<file path="src/rtl/down_count_timer.sv">
// Down-counting timer with preset load, enable gating, one-shot or periodic reload.
// Q, tc, busy and done are all registered; tc pulses one cycle after Q is written to 0.
module down_count_timer #(
   parameter int WIDTH = 4
) (
   input  logic             clk,
   input  logic             rst,
   input  logic             load,
   input  logic [WIDTH-1:0] load_val,
   input  logic             start,
   input  logic             en,
   input  logic             auto_reload,
   output logic [WIDTH-1:0] Q,
   output logic             tc,
   output logic             busy,
   output logic             done
);

   typedef enum logic [1:0] {
      IDLE = 2'd0,
      RUN  = 2'd1,
      DONE = 2'd2
   } state_t;

   localparam logic [WIDTH-1:0] ZERO = '0;
   localparam logic [WIDTH-1:0] ONE  = {{(WIDTH-1){1'b0}}, 1'b1};

   state_t           state, state_nxt;
   logic [WIDTH-1:0] q_nxt;
   logic [WIDTH-1:0] reload_reg, reload_nxt;
   logic             tc_nxt;

   always_ff @(posedge clk) begin
      if (rst) begin
         state      <= IDLE;
         Q          <= ZERO;
         reload_reg <= ZERO;
         tc         <= 1'b0;
      end else begin
         state      <= state_nxt;
         Q          <= q_nxt;
         reload_reg <= reload_nxt;
         tc         <= tc_nxt;
      end
   end

   always_comb begin
      state_nxt  = state;
      q_nxt      = Q;
      reload_nxt = reload_reg;
      tc_nxt     = 1'b0;

      if (load) begin
         reload_nxt = load_val;
         q_nxt      = load_val;
         state_nxt  = IDLE;
      end else begin
         case (state)
            IDLE: begin
               if (start) begin
                  if (Q == ZERO) begin
                     state_nxt = DONE;
                     tc_nxt    = 1'b1;
                  end else begin
                     state_nxt = RUN;
                  end
               end
            end
            RUN: begin
               if (en) begin
                  if (Q == ZERO) begin
                     // Only reachable in periodic mode after the 1->0 step
                     if (auto_reload) begin
                        q_nxt  = reload_reg;
                        tc_nxt = (reload_reg == ZERO);
                     end else begin
                        state_nxt = DONE;
                     end
                  end else if (Q == ONE) begin
                     q_nxt  = ZERO;
                     tc_nxt = 1'b1;
                     if (!auto_reload) state_nxt = DONE;
                  end else begin
                     q_nxt = Q - ONE;
                  end
               end
            end
            DONE: begin
               q_nxt = ZERO;
               if (start) begin
                  if (reload_reg != ZERO) begin
                     q_nxt     = reload_reg;
                     state_nxt = RUN;
                  end else begin
                     tc_nxt = 1'b1;
                  end
               end
            end
            default: begin
               state_nxt = IDLE;
               q_nxt     = ZERO;
            end
         endcase
      end
   end

   assign busy = (state == RUN);
   assign done = (state == DONE);

endmodule

</file>
<file path="config.mk">
export PLATFORM = sky130hd
export DESIGN_NAME = down_count_timer
export DESIGN_NICKNAME = d
export VERILOG_FILES = /design/src/rtl/down_count_timer.sv
export SDC_FILE = /design/constraint.sdc
export NUM_CORES = 1
export LEC_CHECK = 0
export BUFFER_PORTS_ARGS = -buffer_cell sky130_fd_sc_hd__buf_2
export CAP_MARGIN = 0
export CORE_MARGIN = 2
export CORE_UTILIZATION = 55
export DETAILED_ROUTE_END_ITERATION = 7
export PLACE_DENSITY = 0.81
export REMOVE_ABC_BUFFERS = 1
export SLEW_MARGIN = 20
export SYNTH_ARGS = -nofsm -noshare
export SYNTH_HDL_FRONTEND = slang
export SYNTH_SLANG_ARGS = --single-unit
</file>
<file path="constraint.sdc">
create_clock -name clk -period 4.9 [get_ports clk]
set_clock_uncertainty 0.2 [all_clocks]
set_input_delay 0.245 -clock clk [delete_from_list [all_inputs] [get_ports clk]]
set_output_delay 0.245 -clock clk [all_outputs]
set_load 0.01 [all_outputs]
</file>
=== Word level (Yosys, flattened, before mapping) ===
Cells that the tools add are included.

* Flip-flop bits (word level): 11
* Bits of input ports: 10
* Output and inout port bits: 7
* Logic and storage cells: 49

* $add $sub $neg: 1
* Equal/unequal tests: 11
* Multiplexer cells: 26
* Reductions and logical operators: 7

{| class="wikitable"
|+ Operators by type and width
! kind !! count
|-
| 4-bit two-way mux || 7
|-
| 2-bit two-way mux || 8
|-
| 4-bit case mux with 3 select lines || 1
|-
| 4-bit zero test || 2
|-
| 1-bit two-way mux || 8
|-
| 2-bit inequality test, second input constant || 4
|-
| 2-bit case mux with 3 select lines || 1
|-
| 5-bit AND reduction || 1
|-
| 4-bit by 1-bit equality test with 1-bit output, second input constant || 1
|-
| 4-bit inequality test, second input constant || 1
|-
| 4-bit nonzero test || 1
|-
| 4-bit by 1-bit subtractor with 4-bit output, second input constant || 1
|-
| 3-bit by 1-bit inequality test with 1-bit output, second input constant || 1
|-
| 3-bit inequality test, second input constant || 1
|-
| 1-bit case mux with 3 select lines || 1
|-
| 3-bit AND reduction || 1
|-
| 2-bit by 1-bit equality test with 1-bit output, second input constant || 1
|-
| 2-bit equality test, second input constant || 1
|-
| 2-bit zero test || 1
|-
| 2-bit by 1-bit inequality test with 1-bit output, second input constant || 1
|-
| 2-bit OR reduction || 1
|}

=== Depth between registers and ports, before layout ===
Gate-level depths: netlist (run 1).

* Depth after elaboration: 6
* Gate-level depth with buffers: 6
* Depth with buffers taken out: 6

=== Least setup slack after synthesis (run 1) ===
Ideal clock, no wire load.

* Path type: register to register
* From: reg Q[0]
* To: reg Q[0]
* Library setup time: 0.075 ns
* Arrival time: 1.787 ns
* Data required time: 4.625 ns
* Path slack: 2.838 ns
* Cell stages (with the launch flop): 7
* Buffers on the path: 0
* Period minus slack after synthesis: 2.062 ns
* Cells stage by stage: dfxtp_1 -> inv_1 -> ha_1 -> and2b_1 -> a311o_1 -> or3_4 -> o22ai_1

* Word-level cells in the longest chain between the ends: 6
* Elaborated cells on any way between the ends: 10
* Classes of those cells: 1 x add/sub; 2 x eq/ne; 5 x mux; 2 x reduce/logical

{| class="wikitable"
|+ Ends and longest elaborated chain
! item !! RTL line !! text
|-
| start, declared || 13 || <nowiki>output logic [WIDTH-1:0] Q,</nowiki>
|-
| start signal, assigned || 41 || <nowiki>Q <= q_nxt;</nowiki>
|-
| 4-bit by 1-bit subtractor with 4-bit output or 4-bit by 1-bit equality test with 1-bit output (tied branches) || 84, 79 ||
|-
| 4-bit two-way mux || 79 || <nowiki>end else if (Q == ONE) begin</nowiki>
|-
| 4-bit two-way mux || 71 || <nowiki>if (Q == ZERO) begin</nowiki>
|-
| 4-bit two-way mux || 70 || <nowiki>if (en) begin</nowiki>
|-
| 4-bit case mux with 3 select lines || 58 || <nowiki>case (state)</nowiki>
|-
| 4-bit two-way mux || 53 || <nowiki>if (load) begin</nowiki>
|}

Several ways; a longest one is shown, not always the timed one. The select of a mux whose other input is x is not followed.
A chain may end at the register's enable or synchronous reset.

=== Worst setup path after layout (run 1) ===
* From: reg state[1]
* To: reg Q[0]

* Word-level cells in the longest chain between the ends: 3
* Elaborated cells on any way between the ends: 9
* Classes of those cells: 5 x eq/ne; 2 x mux; 2 x reduce/logical

{| class="wikitable"
|+ Ends and longest elaborated chain
! item !! RTL line !! text
|-
| start, declared || 28 || <nowiki>state_t state, state_nxt;</nowiki>
|-
| start signal, assigned || 40 || <nowiki>state <= state_nxt;</nowiki>
|-
| 2-bit by 1-bit equality test with 1-bit output, or another cell as far along || 58 ||
|-
| 4-bit inequality test (no line), or another cell as far along || -- ||
|-
| 3-bit AND reduction (no line) or 4-bit two-way mux (tied branches) || -- ||
|}

Several ways; a longest one is shown, not always the timed one.

==> results of run 1 <==
[stage by stage]
| step | utilization [%] | hold slack (ns) | setup slack, ns | total power [mW] | std cells |
|---|---|---|---|---|---|
| detailed placement | 65.4 | 0.317 | 2.74 | 0.173 | 118 |
| CTS | 67.5 | 0.0347 | 2.72 | 0.237 | 122 |
| global route | 67.5 | 0.0466 | 2.58 | 0.250 | 122 |
| finish | 67.5 | 0.0321 | 2.72 | 0.238 | 122 |
| floorplan | - | 0.117 | 2.84 | 0.152 | 87 |
| global placement | 65.4 | 0.306 | 2.80 | 0.170 | 118 |
[per-layer routing]
metal / part of all wire, % / vias up / track usage, %
met5: 0 / - / 0
met4: 3.5 / 0 / 8.87
met3: 8.0 / 14 / 6.52
met2: 47 / 48 / 43.8
met1: 41 / 349 / 28.4
li1: - / 366 / -
[cells by family after synthesis]
| family | count (synthesis) | synth area share, % |
|---|---|---|
| compound gates | 31 | 29.5 |
| simple gates | 27 | 21.3 |
| flops | 11 | 29.0 |
| buf+inv | 10 | 4.94 |
| fa+ha+maj | 7 | 11.5 |
| mux | 2 | 2.64 |
| xor+xnor | 1 | 1.15 |
[cells in the final DEF (no fill, tap or decap), types with 2 or more instances in the layout]
cell type	count
buf_2	16
dfxtp_1	11
inv_1	8
nor2_1	7
ha_1	7
a21oi_1	5
o22ai_1	5
or2_2	3
nor3_1	3
and2_1	3
a21o_1	3
a2bb2oi_1	3
clkbuf_4	3
a31oi_1	2
a211oi_1	2
a22oi_1	2
mux2i_1	2
nor2b_1	2
[power groups by stage]
| stage | sequential (mW) | combinational (mW) | clock [mW] |
|---|---|---|---|
| finish | 0.102 | 0.0694 | 0.0663 |
| global route | 0.103 | 0.0780 | 0.0692 |
| CTS | 0.102 | 0.0695 | 0.0655 |
| detailed placement | 0.104 | 0.0689 | 0 |
| global placement | 0.103 | 0.0663 | 0 |
| floorplan | 0.103 | 0.0484 | 0 |
[worst max-delay path, cell delays in order, from the launching register on]
cell and delay [ns]:
dfxtp_1 0.42, inv_1 0.11, ha_1 0.26, and2b_4 0.20
a311o_1 0.35, or3_4 0.40, o22ai_1 0.17
[final cells by class]
| class | count | area, um2 |
|---|---|---|
| well taps | 15 | 18.8 |
| multi-input cells | 68 | 502 |
| flip-flops and latches | 11 | 220 |
| fillers | 117 | 423 |
| repair buffers | 16 | 80.1 |
| inverters | 8 | 30.0 |
| clock inverters | 1 | 5.00 |
| clock buffers | 3 | 22.5 |
[how the worst max path moves through the flow]
stage / startpoint / end / cells after the start
global placement: Q[0] / Q[0] / 6
CTS: state[1] / Q[0] / 6
floorplan: Q[0] / Q[0] / 6
detailed placement: state[1] / Q[0] / 6
global route: Q[0] / Q[1] / 6
finish: state[1] / Q[0] / 6
==> results.py, run 1 <==
metrics = {
    "placed_design": {
        "dpl_cell_area_um2": 851,
        "io_buffers": 16,
        "globalplace.congestion": 0.803,
        "dp_hpwl_um": 1450,
    },
    "logic_synthesis": {
        "syn_avg_cell_area_um2": 8.53,
        "syn_inst": 89,
        "yosys-top-cells-count": "dfxtp_1, inv_1, ha_1, nor2_1",
        "ys.flop_type": "dfxtp_1",
        "ys_seq_area_share_pct": 29.0,
        "synth_edf_count": 0,
        "async_flop_share_pct": 0,
        "synth_area_um2": 759,
        "synth_top_cells_by_area": "dfxtp_1, ha_1, o22ai_1",
        "yosysMostFrequentCell": "dfxtp_1",
        "ys_warn_count": 0,
        "ys_seq_elements": 11,
        "ys_types": 37,
        "yosysTopAreaCell": "dfxtp_1",
        "synth_top_area_share_pct": 29.0,
    },
    "grt": {
        "grt_pass1_vias": 656,
        "grt_start_max_net_pins": 10,
        "grt_use_total_pct": 24.8,
        "antenna_found_initial": 0,
        "grt-ovfl-total": 0,
        "grt_pass1_wl_um": 2730,
    },
    "setup_path": {
        "critPathMaxFanout": 6,
        "timing.rr.start": "state[1]",
        "critPathLaunchType": "flip-flop",
        "end_kind": "flip-flop",
        "reg2reg_to": "Q[0]",
        "crit_required_ns": 4.90,
        "rrSetupSlack_ns": 2.72,
        "ff2ff_path_depth": 6,
        "worstPathArrival_ns": 2.19,
        "critPathKind": "flip-flop to flip-flop",
    },
    "clock_network": {
        "numClockSinks": 11,
        "cts_buffer_depth": 2,
        "cts.repair.resized": 0,
        "path_clk_slew_ns": 0.08,
        "numCtsBuffers": 3,
        "clock_latency_ns": 0.28,
        "cts_setup_buffers": 0,
        "cts-root-buf": "clkbuf_4",
        "cts_tree": "yes",
        "cts_hold_buffers": 0,
        "htreeDepth": 1,
    },
    "flow_run": {
        "maxCapViolations": 0,
    },
    "floorplanning": {
        "die_h_um": 41.2,
        "io_pins": 17,
        "fp.dieW_um": 41.2,
        "initial_core_util_pct": 58.4,
        "core_area_mm2": 0.00130,
        "die-area_mm2": 0.00169,
        "num_rows": 13,
    },
    "route": {
        "route.vias.total": 777,
        "wire_per_inst_um": 15.4,
        "firstDrtPassIters": 4,
        "initialDrtViolationCount": 38,
        "antenna_left": 0,
        "drc": 0,
        "via_per_inst": 6.37,
        "wirelength_um": 1880,
    },
    "timing": {
        "rsz0062_at_grt": "false",
        "worstMarginPinSlew_ns": 0.517,
        "maxSlewViolCount": 0,
        "timing.final.crit_period_ns": 2.18,
        "slew_headroom_pct": 65.2,
        "finalSetupTns_ns": 0,
        "setup_viol": 0,
        "clock.fmax_mhz": 458,
        "hold_viol": 0,
        "finalCritPeriodShare_pct": 44.6,
    },
    "hold_path": {
        "min_path_type": "input port to flip-flop",
        "hold_depth": 3,
        "whs_endpoint": "reload_reg[2]",
        "hold_path_startpoint": "load_val[2]",
    },
    "cells_and_area": {
        "final_area_um2": 878,
        "fin_nets": 125,
        "drive_gt1_share_pct": 24.3,
        "area_delta_synth_final_pct": 15.7,
        "n_antenna_cell": 0,
    },
    "power_and_ir_drop": {
        "pwr-share-seq_pct": 42.9,
        "switching_share_pct": 33.9,
        "clkPwrFrac_pct": 27.9,
        "leakage_nw": 0.391,
        "p_int_uw": 157,
        "p_sw_uw": 80.5,
        "power_frac_comb_pct": 29.2,
        "powerDensity_mw_per_mm2": 271,
        "ir_worst_vdd_uv": 237,
    },
    "status": {
        "status": "complete, no violations",
    },
}
Note: power is estimated with default switching activity, not from simulation.
==> run 2, diff against run 1 <==
--- a/config.mk
+++ b/config.mk
@@ -8,9 +8,9 @@
 export BUFFER_PORTS_ARGS = -buffer_cell sky130_fd_sc_hd__buf_2
 export CAP_MARGIN = 0
 export CORE_MARGIN = 2
-export CORE_UTILIZATION = 55
+export CORE_UTILIZATION = 51
 export DETAILED_ROUTE_END_ITERATION = 7
-export PLACE_DENSITY = 0.81
+export PLACE_DENSITY = 0.76
 export REMOVE_ABC_BUFFERS = 1
 export SLEW_MARGIN = 20
 export SYNTH_ARGS = -nofsm -noshare
==> constraint.sdc (replaced) <==
create_clock -name clk -period 2.1 [get_ports clk]
set_clock_uncertainty 0.2 [all_clocks]
set_input_delay 0.105 -clock clk [delete_from_list [all_inputs] [get_ports clk]]
set_output_delay 0.105 -clock clk [all_outputs]
set_load 0.01 [all_outputs]
==> results.py, run 2 (synthesis gave the netlist of run 1 again) <==
metrics = {
    "timing": {
        "finalSetupTns_ns": 0,
        "setup_viol": 0,
        "hold_viol": 0,
        "worstMarginPinSlew_ns": 0.558,
        "hold_ws_ns": 0.0303,
        "rsz0062_at_grt": "false",
        "finalCritPeriodShare_pct": 96.2,
        "slew_headroom_pct": 62.7,
        "clock.fmax_mhz": 495,
        "setup_slack_ns": 0.0794,
        "maxSlewViolCount": 0,
        "timing.final.crit_period_ns": 2.02,
    },
    "cells_and_area": {
        "area_delta_synth_final_pct": 32.9,
        "fin_util_pct": 74.8,
        "final_area_mm2": 0.00101,
        "drive_gt1_share_pct": 27.5,
        "final_cell_mix": "buf_2, dfxtp_1, dlygate4sd3_1",
        "n_antenna_cell": 0,
        "final_common_cell": "buf_2",
        "fin_nets": 138,
    },
    "grt": {
        "global_route.usage.met2_pct": 35.7,
        "grt_start_max_net_pins": 10,
        "grt_pass1_wl_um": 3110,
        "met1_usage_pct": 30.4,
        "antenna_found_initial": 0,
        "grt.busiest_layer": "met2",
        "grt_pass1_vias": 719,
        "grt_use_total_pct": 23.2,
        "grt-ovfl-total": 0,
        "grtUsageMet3_pct": 3.88,
    },
    "clock_network": {
        "path_clk_slew_ns": 0.07,
        "clock_latency_ns": 0.28,
        "cts-root-buf": "clkbuf_4",
        "cts_buffer_depth": 2,
        "numCtsBuffers": 3,
        "numClockSinks": 11,
        "htreeDepth": 1,
        "cts_tree": "yes",
    },
    "placed_design": {
        "dp_hpwl_um": 1320,
        "globalplace.congestion": 0.918,
        "dpl_cell_area_um2": 881,
        "io_buffers": 16,
        "dpl_worst_slack_ns": 0.0255,
    },
    "route": {
        "drc": 0,
        "wire_per_inst_um": 13.9,
        "antenna_left": 0,
        "initialDrtViolationCount": 29,
        "wirelength_um": 1870,
        "via_per_inst": 5.84,
        "firstDrtPassIters": 4,
        "route.vias.total": 789,
    },
    "setup_path": {
        "critPathLaunchType": "flip-flop",
        "critPathMaxFanout": 5,
        "end_kind": "flip-flop",
        "cp_slowest_cell": "or3_4",
        "crit_chain": "inv_1 > ha_2 > and2b_1 > a311o_1 > or3_4 > o22ai_1",
        "worstPathArrival_ns": 2.02,
        "critPathKind": "flip-flop to flip-flop",
        "crit_path_max_incr_delay_ns": 0.40,
        "crit_required_ns": 2.10,
        "crit_family": "compound AO/OA/AOI/OAI gates",
        "ff2ff_path_depth": 6,
        "crit_buf_inv": 1,
        "worstSetupPathDepth": 6,
    },
    "floorplanning": {
        "core_area_mm2": 0.00135,
        "fp.dieW_um": 42.6,
        "initial_core_util_pct": 56.3,
        "die_h_um": 42.6,
        "io_pins": 17,
        "num_rows": 13,
        "die-area_mm2": 0.00181,
    },
    "hold_path": {
        "min_path_type": "input port to flip-flop",
        "hold_depth": 4,
    },
    "power_and_ir_drop": {
        "powerDensity_mw_per_mm2": 570,
        "leakage_nw": 0.453,
        "ir_worst_vdd_uv": 410,
    },
    "status": {
        "status": "complete, no violations",
    },
    "flow_run": {
        "maxCapViolations": 0,
    },
}
==> run 2: final timing paths <==
path	start	endpoint	slack, ns
setup / recovery	Q[1]	Q[0]	0.08
hold / removal	load_val[1]	reload_reg[1]	0.03
setup reg to reg	Q[1]	Q[0]	0.08
hold reg to reg	reload_reg[3]	Q[3]	0.36
==> run 2: stage by stage <==
stage | power, mW | instances
2_1_floorplan | 0.354 | 87
3_3_place_gp | 0.405 | 122
3_5_place_dp | 0.406 | 122
4_1_cts | 0.575 | 137
5_1_grt | 0.610 | 135
6_report | 0.576 | 135
==> run 2: cell type report <==
type,count,area [um2]
clock buffers,4,26.3
well taps,15,18.8
fillers,105,340
multi-input cells,68,512
inverters,8,30.0
repair buffers,29,200
flip-flops and latches,11,223
==> run 2: worst reg2reg max path: cells and delay by family (launching register included) <==
family,cells,cell delay (ns)
AND/OR/NAND/NOR,2,0.56
buffers and inverters,1,0.07
AO/OA/AOI/OAI,2,0.57
adder cells (fa/ha/maj),1,0.19
flip-flops,1,0.35
==> run 2: repair_timing <==
action	CTS	global route
buffers inserted	0	0
endpoints found under the setup margin	0	7
resized for setup	0	4
endpoints found under the hold margin	9	0
hold buffers	11	0
==> run 2: where the power goes <==
part	internal, mW	total (mW)	switching, mW	leakage (nW)
clock network	0.0739	0.154	0.0800	0.0150
registers	0.222	0.235	0.0131	0.0912
logic	0.0928	0.187	0.0939	0.347
total	0.389	0.576	0.187	0.453
==> run 2: layer usage <==
metal | part of all wire [%] | vias up
li1 | - | 390
met1 | 44 | 358
met2 | 46 | 36
met3 | 7.6 | 5
met4 | 2.6 | 0
met5 | 0 | -
==> run 3, diff against run 2 <==
==> constraint.sdc (replaced) <==
create_clock -name clk -period 2.15 [get_ports clk]
set_clock_uncertainty 0.2 [all_clocks]
set_input_delay 0.1075 -clock clk [delete_from_list [all_inputs] [get_ports clk]]
set_output_delay 0.1075 -clock clk [all_outputs]
set_load 0.01 [all_outputs]
==> results.py, run 3 (synthesis gave the netlist of run 1 again) <==
metrics = {
    "timing": {
        "setup_viol": 0,
        "hold_viol": 0,
        "timing.final.crit_period_ns": 2.08,
        "hold_ws_ns": 0.00369,
        "slew_headroom_pct": 63.9,
        "clock.fmax_mhz": 481,
        "finalSetupTns_ns": 0,
        "finalCritPeriodShare_pct": 96.7,
        "rsz0062_at_grt": "false",
        "maxSlewViolCount": 0,
        "setup_slack_ns": 0.0719,
        "worstMarginPinSlew_ns": 0.536,
    },
    "clock_network": {
        "numClockSinks": 11,
        "htreeDepth": 1,
        "path_clk_slew_ns": 0.07,
        "cts_buffer_depth": 2,
        "clock_latency_ns": 0.27,
        "cts_tree": "yes",
        "numCtsBuffers": 3,
        "cts-root-buf": "clkbuf_4",
    },
    "flow_run": {
        "maxCapViolations": 0,
    },
    "cells_and_area": {
        "layout.cells.non_filler": 135,
        "drive_gt1_share_pct": 25.0,
        "fin_nets": 138,
        "area_delta_synth_final_pct": 31.5,
        "final_area_um2": 998,
        "fin_util_pct": 74.0,
        "nFillCells": 99,
        "final_cell_mix": "buf_2, dfxtp_1, dlygate4sd3_1",
        "n_antenna_cell": 0,
        "final_common_cell": "buf_2",
    },
    "grt": {
        "grt_pass1_wl_um": 3100,
        "antenna_found_initial": 0,
        "grt_start_max_net_pins": 10,
        "grt_pass1_vias": 683,
        "grt_use_total_pct": 22.8,
        "grt-ovfl-total": 0,
    },
    "placed_design": {
        "dpl_worst_slack_ns": 0.0823,
        "dp_hpwl_um": 1300,
        "dp_cells": 122,
        "globalplace.congestion": 0.915,
        "dpl_cell_area_um2": 881,
        "io_buffers": 16,
    },
    "floorplanning": {
        "fp.dieW_um": 42.6,
        "die-area_mm2": 0.00181,
        "core_area_mm2": 0.00135,
        "die_h_um": 42.6,
        "num_rows": 13,
        "initial_core_util_pct": 56.3,
        "io_pins": 17,
    },
    "route": {
        "route.vias.total": 762,
        "initialDrtViolationCount": 15,
        "via_per_inst": 5.64,
        "antenna_left": 0,
        "drc": 0,
        "wirelength_um": 1780,
        "wire_per_inst_um": 13.2,
        "firstDrtPassIters": 4,
    },
    "power_and_ir_drop": {
        "leakage_nw": 0.452,
        "power_frac_comb_pct": 32.7,
        "pwr-share-seq_pct": 41.3,
        "p_sw_uw": 175,
        "switching_share_pct": 31.5,
        "ir_worst_vdd_uv": 380,
        "powerDensity_mw_per_mm2": 556,
        "power.total_uw": 555,
        "clkPwrFrac_pct": 26.0,
        "p_int_uw": 380,
    },
    "status": {
        "status": "complete, no violations",
    },
    "setup_path": {
        "crit_chain": "dlygate4sd3_1 > buf_2 > mux2i_1 > dlygate4sd3_1 > nor2_1 > dlygate4sd3_1",
        "crit_required_ns": 2.11,
        "critPathKind": "input port to flip-flop",
        "timing.critical_path.mode_cell": "dlygate4sd3_1",
        "cp_slowest_cell": "dlygate4sd3_1",
        "critPathLaunchType": "input port",
        "end_kind": "flip-flop",
        "worstPathArrival_ns": 2.04,
        "critPathMaxFanout": 2,
        "crit_path_max_incr_delay_ns": 0.56,
    },
    "hold_path": {
        "min_path_type": "input port to flip-flop",
    },
}
==> run 3: cell types whose count changed in the layout (fill, tap and decap cells not counted) <==
| cell | change |
|---|---|
| a41oi_1 | +1 |
| dfxtp_1 | +1 |
| dfxtp_2 | -1 |
| ha_2 | -1 |
| a41oi_2 | -1 |
| ha_1 | +1 |
==> run 3: final cells by class <==
cell class                      instances  area (um2)  share of cell area (%)
Sequential cell                        11         221                    22.2
Multi-Input combinational cell         68         502                    50.3
Tap cell                               15        18.8                    1.88
Clock buffer                            4        26.3                    2.63
Timing Repair Buffer                   29         200                    20.1
Inverter                                8        30.0                    3.01
==> run 3: routing by layer <==
layer  wire (um)  vias up  global-route usage [%]
li1            -      392                       -
met1         873      346                    32.5
met2         805       22                    33.5
met3          87        2                    3.88
met4          14        0                    9.38
met5           0        -                       0
==> run 3: worst paths after layout <==
path | from | to | slack, ns | depth (start not counted)
max | load_val[3] | reload_reg[3] | 0.07 | 6
min | auto_reload | tc | 0.004 | 4
max reg2reg | Q[1] | Q[0] | 0.09 | 6
min reg2reg | reload_reg[1] | reload_reg[1] | 0.38 | 2
==> run 3: critical path, delay by kind of cell <==
family | cells | cell delay [ns]
multiplexers | 1 | 0.12
AND/OR/NAND/NOR | 1 | 0.04
buffers and inverters | 4 | 1.76
==> run 3: what timing repair did <==
action	in CTS	in global routing
setup buffers	0	0
endpoints found under the hold margin	9	0
hold buffers	10	0
endpoints found under the setup margin	0	5
gates resized for setup	0	1
==> run 3: power by group through the flow <==
stage	Clock [mW]	Combinational, mW	Sequential [mW]
6_report	0.144	0.182	0.229
5_1_grt	0.164	0.202	0.231
4_1_cts	0.146	0.182	0.228
3_5_place_dp	0	0.166	0.233
3_3_place_gp	0	0.165	0.233
2_1_floorplan	0	0.110	0.235
